**config.mk**
```make
export PLATFORM = sky130hd
export DESIGN_NAME = ifu_fetch
export DESIGN_NICKNAME = d
export VERILOG_FILES = /design/src/rtl/ifu_fetch_pkg.sv /design/src/rtl/ifu_perf_cnt.sv /design/src/rtl/ifu_fetch.sv
export SDC_FILE = /design/constraint.sdc
export NUM_CORES = 1
export LEC_CHECK = 0
export ABC_CLOCK_PERIOD_IN_PS = 2800
export BUFFER_PORTS_ARGS = -buffer_cell sky130_fd_sc_hd__buf_2
export CORE_MARGIN = 2
export CORE_UTILIZATION = 46
export CTS_CLUSTER_SIZE = 14
export DETAILED_ROUTE_END_ITERATION = 8
export GPL_ROUTABILITY_DRIVEN = 0
export MAX_ROUTING_LAYER = met4
export PLACE_DENSITY = 0.82
export SLEW_MARGIN = 20
export SYNTH_ARGS = -nofsm -noshare
export SYNTH_HDL_FRONTEND = slang
export SYNTH_SLANG_ARGS = --single-unit
```
**constraint.sdc**
```tcl
create_clock -name clk -period 2.8 [get_ports clk]
set_clock_uncertainty 0.2 [all_clocks]
set_input_delay 0.14 -clock clk [delete_from_list [all_inputs] [get_ports clk]]
set_output_delay 0.14 -clock clk [all_outputs]
set_load 0.01 [all_outputs]
```
**src/rtl/ifu_fetch_pkg.sv**
```systemverilog
// Shared definitions for the instruction fetch unit: FSM state encoding and
// the default reset PC.
package ifu_fetch_pkg;

  typedef enum logic [1:0] {
    IFU_S_REQ   = 2'd0,
    IFU_S_WAIT  = 2'd1,
    IFU_S_OUT   = 2'd2,
    IFU_S_FENCE = 2'd3
  } ifu_state_e;

  localparam logic [31:0] IFU_RESET_PC = 32'h3000_0000;

endpackage

```
**src/rtl/ifu_perf_cnt.sv**
```systemverilog
// Free-running wrap-around event counters for the fetch unit
// (built only when IFU_PERF_EN is defined).
module ifu_perf_cnt (
  input  logic        clk,
  input  logic        rst,
  input  logic        fetch_inc,
  input  logic        stall_inc,
  output logic [31:0] fetch_cnt,
  output logic [31:0] stall_cnt
);

  always_ff @(posedge clk) begin
    if (rst) begin
      fetch_cnt <= '0;
      stall_cnt <= '0;
    end else begin
      if (fetch_inc) fetch_cnt <= fetch_cnt + 32'd1;
      if (stall_inc) stall_cnt <= stall_cnt + 32'd1;
    end
  end

endmodule

```
**src/rtl/ifu_fetch.sv**
```systemverilog
// Instruction fetch unit: owns the PC, issues one I$ fetch at a time, hands
// instructions to decode, squashes in-flight fetches on redirect and sequences
// fence.i invalidation. Optional perf counters under IFU_PERF_EN.
module ifu_fetch
  import ifu_fetch_pkg::*;
#(
  parameter logic [31:0] RESET_PC = IFU_RESET_PC
) (
  input  logic        clk,
  input  logic        rst,
  input  logic        redirect_valid_i,
  input  logic [31:0] redirect_pc_i,
  input  logic        fence_i_req_i,
  output logic        icache_arvalid_o,
  input  logic        icache_arready_i,
  output logic [31:0] icache_araddr_o,
  input  logic        icache_rvalid_i,
  output logic        icache_rready_o,
  input  logic [31:0] icache_rdata_i,
  output logic        fence_i_o,
  input  logic        icache_flush_done_i,
  output logic        inst_valid_o,
  input  logic        inst_ready_i,
  output logic [31:0] inst_o,
  output logic [31:0] pc_o
`ifdef IFU_PERF_EN
  ,
  output logic [31:0] perf_fetch_cnt_o,
  output logic [31:0] perf_stall_cnt_o
`endif
);

  ifu_state_e  state;
  logic [31:0] pc;
  logic [31:0] inst;
  logic        drop;
  logic        fence_pend;
  logic        req_hs, rsp_hs, inst_hs, redir_fence;

  assign req_hs      = icache_arvalid_o & icache_arready_i;
  assign rsp_hs      = icache_rvalid_i & icache_rready_o;
  assign inst_hs     = inst_valid_o & inst_ready_i;
  assign redir_fence = redirect_valid_i & fence_i_req_i;

  always_ff @(posedge clk) begin
    if (rst) begin
      state      <= IFU_S_REQ;
      pc         <= RESET_PC;
      inst       <= '0;
      drop       <= 1'b0;
      fence_pend <= 1'b0;
    end else begin
      if (redir_fence && state != IFU_S_FENCE) fence_pend <= 1'b1;
      case (state)
        IFU_S_REQ: begin
          if (redirect_valid_i) pc <= redirect_pc_i;
          if (req_hs) begin
            state <= IFU_S_WAIT;
            drop  <= redirect_valid_i;
          end else if (redir_fence) begin
            state <= IFU_S_FENCE;
          end
        end
        IFU_S_WAIT: begin
          if (redirect_valid_i) pc <= redirect_pc_i;
          if (rsp_hs) begin
            drop <= 1'b0;
            // A redirect landing with the response squashes it just like an earlier one
            if (drop || redirect_valid_i)
              state <= (fence_pend || redir_fence) ? IFU_S_FENCE : IFU_S_REQ;
            else begin
              inst  <= icache_rdata_i;
              state <= IFU_S_OUT;
            end
          end else if (redirect_valid_i) begin
            drop <= 1'b1;
          end
        end
        IFU_S_OUT: begin
          if (redirect_valid_i) begin
            pc    <= redirect_pc_i;
            state <= redir_fence ? IFU_S_FENCE : IFU_S_REQ;
          end else if (inst_hs) begin
            pc    <= pc + 32'd4;
            state <= IFU_S_REQ;
          end
        end
        IFU_S_FENCE: begin
          if (redirect_valid_i) pc <= redirect_pc_i;
          if (icache_flush_done_i) begin
            fence_pend <= 1'b0;
            state      <= IFU_S_REQ;
          end
        end
        default: state <= IFU_S_REQ;
      endcase
    end
  end

  assign icache_arvalid_o = (state == IFU_S_REQ);
  assign icache_araddr_o  = pc;
  assign icache_rready_o  = (state == IFU_S_WAIT);
  assign fence_i_o        = (state == IFU_S_FENCE);
  assign inst_valid_o     = (state == IFU_S_OUT);
  assign inst_o           = inst;
  assign pc_o             = pc;

`ifdef IFU_PERF_EN
  logic stall_inc;
  assign stall_inc = (state == IFU_S_REQ) || (state == IFU_S_WAIT);

  ifu_perf_cnt u_perf (
    .clk       (clk),
    .rst       (rst),
    .fetch_inc (inst_hs),
    .stall_inc (stall_inc),
    .fetch_cnt (perf_fetch_cnt_o),
    .stall_cnt (perf_stall_cnt_o)
  );
`endif

endmodule

```
==> impl_metrics.csv, run 1 <==
group,metric,value,unit
setup_path,crit_arrival,2.45,ns
grt,antenna_found_initial,0,
grt,grt_max_degree,46,
sta,hold_viol_final,0,
worst_hold_path,hold_path_class,"in -> reg",
pwr,powerDensity,501,mW/mm^2
synthesis,synth.top_cell.area_share,0.387,
sta,final-setup-viol-count,0,
worst_hold_path,hold_end,"fence_pend",
pwr,peakVddDrop,0.000291,V
clock_tree,cts_sinks,68,
finish,syn_to_final_growth,42.8,%
finish,antenna_cells,0,
synthesis,yosysMostFrequentCell,"nand2_1",
grt,grt.overflow.total,0,
finish,postLayoutCellArea,0.00502,sq mm
sta,drv_slew,0,
placed_design,place_area,0.00418,sq mm
synthesis,yosys.area.top_type,"dfxtp_1",
drt,remaining_drc_errors,0,
synthesis,syn_nets,515,
worst_hold_path,worstHoldPathCells,5,
drt,via_per_inst,5.45,
sta,slew-limit-headroom,0.291,
synthesis,syn_inst,442,
drt,drt-pass1-iter-count,5,
synthesis,avgSynthCellArea,7.95,sq um
clock_tree,htree_levels,3,
floorplan,core_area,0.00733,sq mm
sta,layout_min_cycle_time,2.39,ns
synthesis,netlist_area,0.00352,sq mm
sta,rsz0062_at_grt,"no",
grt,grt_pass1_vias,3915,
synthesis,synth_area_leaders,"dfxtp_1 (39%), nand2_1 (8.2%), a21oi_1 (7.3%)",
setup_path,crit_required,2.86,ns
placed_design,dp_hpwl,6.97,mm
floorplan,fp.dieW,91.4,um
pwr,clkPwrFrac,0.313,
synthesis,synthArstFlopShare,0,
floorplan,die_area,0.00836,sq mm
synthesis,yosysWarnings,0,
floorplan,rows,31,
placed_design,dp_slack,0.537,ns
clock_tree,insertion_delay,0.34,ns
synthesis,ys_ff_latch,68,
grt,grt_pass1_wl,18.5,mm
drt,ant_nets,0,
drt,via_count,4020,
drt,routedWlPerCell,15.6,um
pwr,p_int,1.73,mW
sta,fin_tns_setup,0,ns
drt,wirelength,11.5,mm
setup_path,timing.rr.start,"state[0]",
clock_tree,cts_tree,"built",
synthesis,synth_edf_count,0,
floorplan,start_util,0.480,
clock_tree,clock_path_buffers,2,
setup_path,start_kind,"flip-flop",
synthesis,post_synth_num_cell_types,52,
finish,nFillCells,585,
synthesis,ys_top_cells_by_count,"nand2_1 (77), dfxtp_1 (68), a21oi_1 (51)",
pwr,cellLeakagePower,2.29,nW
clock_tree,numCtsBuffers,9,
clock_tree,clk_pin_slew,0.08,ns
grt,grtUsageTotal,0.280,
worst_hold_path,hp-start,"fence_i_req_i",
pwr,swShare,0.313,
outcome,status,"completed",
setup_path,ff2ff_setup_slack,0.41,ns
placed_design,port_buffers,171,
flow_run,maxCapViolCount,0,
setup_path,crit_fanout,32,
sta,worst_slack,0.414,ns
clock_tree,clock-root-buffer,"clkbuf_8",
sta,fin_crit_sh,0.852,
sta,worst_pin_slew,1.06,ns
setup_path,end_kind,"flip-flop",
drt,drt_iter0_drc,227,
pwr,p_sw,0.787,mW
synthesis,ys_seq_area_frac,0.387,
finish,drive_above_1_share,0.311,
setup_path,r2r-end,"inst_o[7]",
pwr,comb_power_share,0.233,
setup_path,crit_type,"reg -> reg",
setup_path,ff2ff_path_depth,4,
synthesis,ys.flop_type,"dfxtp_1",
finish,layout.nets,707,
sta,fmax,419,MHz
floorplan,die_h,91.4,um
pwr,seqPwrFrac,0.454,
floorplan,floorplan.io_pins,172,
[worst max-delay path, stage by stage, from the launching register on]
cell	delay [ns]
dfxtp_1	0.55
and2b_1	0.26
and3_1	0.89
nand2_1	0.19
a21oi_1	0.20
[how the worst max path moves through the flow]
stage	from	to	slack, ns
2_1_floorplan	icache_araddr_o[2]	icache_araddr_o[28]	0.70
3_3_place_gp	icache_araddr_o[12]	icache_araddr_o[28]	0.68
3_5_place_dp	state[0]	inst_o[10]	0.54
4_1_cts	state[1]	icache_araddr_o[24]	0.48
5_1_grt	state[0]	inst_o[7]	0.24
6_report	state[0]	inst_o[7]	0.41
[area by class of cell]
type | count | area [sq um] | area share
Multi-Input combinational cell | 303 | 1760 | 0.351
Timing Repair Buffer | 241 | 1550 | 0.308
Sequential cell | 68 | 1360 | 0.271
Clock buffer | 11 | 131 | 0.0262
Tap cell | 99 | 124 | 0.0247
Clock inverter | 5 | 52.6 | 0.0105
Inverter | 11 | 41.3 | 0.00822
[logic make-up after synthesis]
kind of cell / share of synthesized area
multiplexers: 0.0171
buffers and inverters: 0.111
flip-flops: 0.387
adder cells (fa/ha/maj): 0.00356
AND/OR/NAND/NOR: 0.267
XOR/XNOR: 0.0249
AO/OA/AOI/OAI: 0.189
[metrics by stage]
step	hold slack, ns	instances	power [mW]	utilization
3_3_place_gp	0.161	656	1.64	0.570
6_report	0.0335	738	2.52	0.685
3_5_place_dp	0.163	656	1.66	0.570
5_1_grt	0.0721	738	2.65	0.685
4_1_cts	0.0316	738	2.50	0.685
2_1_floorplan	0.0659	442	1.49	-
[cells in the final DEF, fill, tap and decap left out, types with 4 or more instances in the layout]
cell type / synthesis / final
buf_2: 3 / 171
nand2_1: 77 / 77
dfxtp_1: 68 / 68
dlygate4sd3_1: 0 / 66
a21oi_1: 51 / 51
nor2_1: 35 / 35
a211oi_1: 13 / 13
inv_1: 11 / 11
nor3_1: 11 / 11
and4_1: 9 / 9
and3_1: 9 / 9
clkbuf_8: 0 / 9
nand4_1: 8 / 8
o21ai_0: 8 / 8
nand3_1: 8 / 8
xnor2_1: 7 / 7
a2111oi_0: 7 / 7
a311oi_1: 6 / 6
mux2i_1: 6 / 6
o21bai_1: 5 / 5
and2_1: 4 / 4
buf_4: 32 / 4
[power by group through the flow]
stage / combinational, mW / sequential [mW] / clock, mW
2_1_floorplan: 0.335 / 1.16 / 0
6_report: 0.587 / 1.14 / 0.786
5_1_grt: 0.641 / 1.16 / 0.849
3_5_place_dp: 0.500 / 1.16 / 0
4_1_cts: 0.574 / 1.14 / 0.788
3_3_place_gp: 0.493 / 1.15 / 0
[registers in the layout, summed over array words and instances (netlist names)]
name and count:
icache_araddr_o 32, inst_o 32, state 2, drop 1
fence_pend 1
[repair_timing]
| action | in CTS | in global routing |
|---|---|---|
| hold endpoints to repair | 67 | 0 |
| resized for setup | 0 | 0 |
| setup buffers | 0 | 0 |
| hold buffers | 66 | 0 |
[routing by layer]
metal	wire [um]	up-vias	track usage	share of wire
met5	0	-	-	0
met4	327	0	0.111	0.028
met3	891	34	0.0656	0.078
met2	5550	232	0.469	0.48
met1	4720	1840	0.324	0.41
li1	-	1914	-	-
Power figures use the tool's default switching activity.
==> run 2, diff against run 1 <==
- CORE_UTILIZATION: 46 -> 45
- PLACE_DENSITY: 0.82 -> 0.8
==> run 2 against run 1 <==
- worst setup slack better by 0.10 ns
- combinational power decreased by 0.7%
- register-to-register slack better by 0.10 ns
- critical path depth grew 1
- critical path type unchanged
- count of clock-buffer cells in the layout shrank 2
- via count shrank 0.97%
- power grew 9.0%
- core utilization decreased by 1.9 points
- non-clock buffer count stayed put
- flip-flop and latch count did not move
- highest routed layer unchanged
- cell area grew 1.4%
- cell count is 0.41% higher
==> impl_metrics.csv, run 2 (synthesized netlist as in run 1, its figures left out) <==
group,metric,value,unit
sta,hold_viol_final,0,
floorplan,die_h,92.4,um
finish,postLayoutCellArea,0.00509,sq mm
placed_design,place_area,0.00418,sq mm
sta,timing.hold.ws,0.0342,ns
floorplan,fp.dieW,92.4,um
clock_tree,clk_pin_slew,0.08,ns
finish,layout.nets,707,
finish,utilization,0.666,
clock_tree,clock-root-buffer,"clkbuf_8",
sta,rsz0062_at_grt,"no",
grt,grt_pass1_wl,17.3,mm
floorplan,start_util,0.460,
sta,fin_tns_setup,0,ns
placed_design,dp_hpwl,6.94,mm
drt,drt-pass1-iter-count,5,
setup_path,crit_fanout,14,
sta,drv_slew,0,
drt,ant_nets,0,
worst_hold_path,hold_path_class,"in -> reg",
clock_tree,htree_levels,3,
pwr,total_power,2.74,mW
clock_tree,numCtsBuffers,9,
floorplan,floorplan.io_pins,172,
grt,antenna_found_initial,0,
pwr,cellLeakagePower,2.31,nW
grt,grt_max_degree,49,
drt,via_count,3981,
clock_tree,cts_sinks,68,
sta,worst_pin_slew,0.861,ns
grt,grtUsageTotal,0.257,
sta,fin_crit_sh,0.815,
grt,grt.overflow.total,0,
outcome,status,"completed",
setup_path,start_kind,"flip-flop",
grt,grt_pass1_vias,3751,
sta,worst_slack,0.517,ns
sta,final-setup-viol-count,0,
placed_design,port_buffers,171,
finish,nFillCells,602,
finish,multi_input_area,0.00177,sq mm
clock_tree,insertion_delay,0.35,ns
finish,layoutNonFillerInstCount,741,
sta,fmax,438,MHz
drt,remaining_drc_errors,0,
placed_design,dp_slack,0.538,ns
drt,wirelength,11.0,mm
finish,mostFrequentLayoutCells,"buf_2 (171), nand2_1 (77), dfxtp_1 (68)",
pwr,peakVddDrop,0.000322,V
placed_design,numPlacedInstances,659,
floorplan,rows,32,
setup_path,crit_type,"reg -> reg",
floorplan,core_area,0.00765,sq mm
pwr,powerDensity,539,mW/mm^2
finish,final_common_cell,"buf_2",
drt,via_per_inst,5.37,
drt,drt_iter0_drc,200,
setup_path,end_kind,"flip-flop",
clock_tree,cts_tree,"built",
finish,drive_above_1_share,0.316,
clock_tree,clock_path_buffers,2,
finish,ff_latch_area,0.00136,sq mm
setup_path,crit_arrival,2.31,ns
flow_run,maxCapViolCount,0,
sta,layout_min_cycle_time,2.28,ns
drt,routedWlPerCell,14.8,um
finish,antenna_cells,0,
setup_path,crit_required,2.83,ns
floorplan,die_area,0.00854,sq mm
finish,syn_to_final_growth,44.8,%
sta,slew-limit-headroom,0.426,
-- run 2: cell count changes in the layout (fill, tap and decap cells not counted) --
cell / change
clkinv_4: +2
and3_1: -1
bufinv_16: +2
clkbuf_1: -2
inv_6: +1
clkinv_2: -3
and3_2: +1
-- run 2: power by group --
part	internal, mW	total [mW]	leakage, nW	switching, mW
clock network	0.598	1.02	0.120	0.419
logic	0.282	0.583	1.64	0.301
registers	1.04	1.14	0.557	0.103
total	1.92	2.74	2.31	0.824
-- run 2: final cells by class --
cell class,count,area share
clock buffer,9,0.0243
clock inverter,7,0.0243
inverter,11,0.00811
multi-input combinational,303,0.347
sequential,68,0.267
tap,102,0.0251
timing repair buffer,241,0.304
-- run 2: layer usage --
metal	GRT usage	up-vias	routed length, um
met1	0.296	1831	4410
met5	-	-	0
met2	0.439	212	5480
li1	-	1914	-
met3	0.0635	24	875
met4	0.0883	0	227
-- run 2: critical path, cell delays in order, from the launching register on --
cell and delay, ns:
dfxtp_1 0.58, nand3b_2 0.33, nor3_1 0.39, and3_1 0.25
a311oi_1 0.10, a2111oi_0 0.31
-- run 2: path summary, 6_finish.rpt --
check,from,endpoint,slack (ns),depth (start not counted)
setup / recovery,state[1],icache_araddr_o[24],0.52,5
hold / removal,fence_i_req_i,fence_pend,0.03,5
setup reg to reg,state[1],icache_araddr_o[24],0.52,5
hold reg to reg,inst_o[4],inst_o[4],0.25,2
-- run 2: repair_timing --
item / CTS / global route
gates resized for setup: 0 / 0
hold buffers: 66 / 0
buffers inserted: 0 / 0
hold endpoints to repair: 67 / 0
==> run 3, diff against run 2 <==
- ABC_CLOCK_PERIOD_IN_PS: 2800 -> 2000
- CORE_UTILIZATION: 45 -> 42
- PLACE_DENSITY: 0.8 -> 0.79
- clock period: 2.8 -> 2 ns (I/O delays scaled with it)
==> run 3 against run 2 <==
- worst hold slack lost 0.012 ns
- combinational power grew 72%
- first-iteration DRC count grew 9.5%
- clock power is essentially flat
- cell count grew 5.0%
- routed wire length grew 11%
- non-clock buffer count grew 34
- sequential power grew 36%
- core utilization shrank 0.27 points
- power grew 31%
- worst setup slack lost 0.50 ns
- critical endpoint is now icache_araddr_o[28]
==> impl_metrics.csv, run 3 (synthesized netlist as in run 1, its figures left out) <==
group,metric,value,unit
sta,slew-limit-headroom,0.462,
pwr,peakVddDrop,0.000422,V
pwr,p_int,2.43,mW
setup_path,start_kind,"flip-flop",
sta,timing.hold.ws,0.0222,ns
finish,final_common_cell,"buf_2",
grt,grt_pass1_wl,19.1,mm
clock_tree,clk_pin_slew,0.07,ns
drt,routedWlPerCell,15.8,um
worst_hold_path,hold_path_class,"in -> reg",
setup_path,cp_slowest_stage_delay,0.59,ns
sta,fmax,504,MHz
drt,ant_nets,0,
drt,via_per_inst,5.29,
setup_path,ff2ff_path_depth,5,
sta,layout_min_cycle_time,1.98,ns
clock_tree,clock-root-buffer,"clkbuf_8",
pwr,p_sw,1.16,mW
drt,remaining_drc_errors,0,
pwr,swShare,0.323,
clock_tree,htree_levels,3,
floorplan,core_area,0.00818,sq mm
setup_path,worstSetupEndpoint,"icache_araddr_o[28]",
setup_path,crit_type,"reg -> reg",
floorplan,rows,33,
grt,top_usage_layer,"met2",
setup_path,crit_start,"icache_araddr_o[15]",
drt,drt-pass1-iter-count,5,
setup_path,crit_fanout,4,
flow_run,maxCapViolCount,0,
sta,drv_slew,0,
sta,worst_pin_slew,0.807,ns
drt,via_count,4118,
floorplan,fp.dieW,95.5,um
drt,drt_iter0_drc,219,
grt,grtUsageTotal,0.275,
sta,final-setup-viol-count,0,
pwr,comb_power_share,0.280,
grt,gr-usage-met3,0.0625,
clock_tree,post-cts-setup-buffers,0,
finish,antenna_cells,0,
placed_design,port_buffers,171,
setup_path,crit_required,2.08,ns
placed_design,dp_hpwl,7.76,mm
setup_path,r2r-end,"icache_araddr_o[28]",
floorplan,die_h,95.5,um
grt,grt_util_met1,0.319,
setup_path,timing.rr.start,"icache_araddr_o[15]",
finish,drive_above_1_share,0.385,
setup_path,crit_arrival,2.06,ns
pwr,powerDensity,662,mW/mm^2
clock_tree,clock_path_buffers,2,
finish,layout.nets,741,
grt,use_met2,0.473,
floorplan,floorplan.io_pins,172,
pwr,cellLeakagePower,2.48,nW
sta,hold_viol_final,0,
outcome,status,"completed",
placed_design,numPlacedInstances,694,
grt,grt_max_degree,41,
floorplan,start_util,0.430,
clock_tree,insertion_delay,0.34,ns
setup_path,cp_cell_sequence,"nand4_1 > or4b_4 > nor4_4 > mux2i_1 > o31a_1",
clock_tree,cts_tree,"built",
setup_path,end_kind,"flip-flop",
grt,antenna_found_initial,0,
floorplan,die_area,0.00912,sq mm
grt,grt_pass1_vias,3952,
drt,wirelength,12.3,mm
clock_tree,numCtsBuffers,9,
clock_tree,cts_sinks,68,
setup_path,ff2ff_setup_slack,0.02,ns
finish,layoutNonFillerInstCount,778,
sta,rsz0062_at_grt,"yes",
sta,fin_crit_sh,0.991,
finish,syn_to_final_growth,54.1,%
finish,mostFrequentLayoutCells,"buf_2 (171), nand2_1 (77), dlygate4sd3_1 (68)",
setup_path,slowest_stage,"or4b_4",
pwr,seqPwrFrac,0.431,
grt,grt.overflow.total,0,
pwr,clkPwrFrac,0.289,
## run 3: area by class of cell
cell class | instances | area (sq um)
well taps | 105 | 131
repair buffers | 275 | 1840
multi-input cells | 303 | 1840
inverters | 11 | 41.3
clock inverters | 6 | 40.0
clock buffers | 10 | 138
flip-flops and latches | 68 | 1380
fillers | 665 | 2760
## run 3: critical path: cells and delay by family, from the launching register on
family	cells	cell delay (ns)
AND/OR/NAND/NOR	3	1.04
AO/OA/AOI/OAI	1	0.15
flip-flops	1	0.34
multiplexers	1	0.20
## run 3: layer usage
layer / share of wire / vias up
li1: - / 1978
met1: 0.41 / 1897
met2: 0.50 / 224
met3: 0.081 / 19
met4: 0.015 / 0
met5: 0 / -
## run 3: what timing repair did
action	4_1_cts	5_1_grt
pin swaps	0	3
hold buffers	68	0
resized for setup	1	25
cloned	0	0
endpoints found under the setup margin	1	14
hold endpoints to repair	67	0
## run 3: power by group through the flow
stage	sequential, mW	clock (mW)	combinational, mW
after global placement	1.57	0	0.846
after global routing	1.56	1.13	1.09
after CTS	1.54	1.06	0.969
after floorplan	1.62	0	0.470
after detailed placement	1.57	0	0.859
final	1.55	1.04	1.00
## run 3: how the worst min path moves through the flow
stage | start | endpoint | slack (ns) | cells after the start
3_5_place_dp | redirect_pc_i[6] | icache_araddr_o[6] | 0.14 | 3
4_1_cts | fence_i_req_i | state[0] | 0.008 | 5
5_1_grt | fence_i_req_i | state[0] | 0.04 | 5
6_report | fence_i_req_i | state[0] | 0.02 | 5
2_1_floorplan | icache_rvalid_i | drop | 0.03 | 1
3_3_place_gp | redirect_pc_i[6] | icache_araddr_o[6] | 0.14 | 3
## run 3: per-stage QoR
step                       util  cell area, sq um  total power, mW  setup TNS [ns]  setup slack, ns
after CTS                 0.654              5340             3.57               0         0.000660
after global placement    0.548              4480             2.41               0           0.0747
after floorplan               -              3540             2.09               0          0.00759
final                     0.663              5420             3.59               0           0.0176
after global routing      0.663              5420             3.79          -0.125          -0.0450
after detailed placement  0.548              4480             2.43               0           0.0308
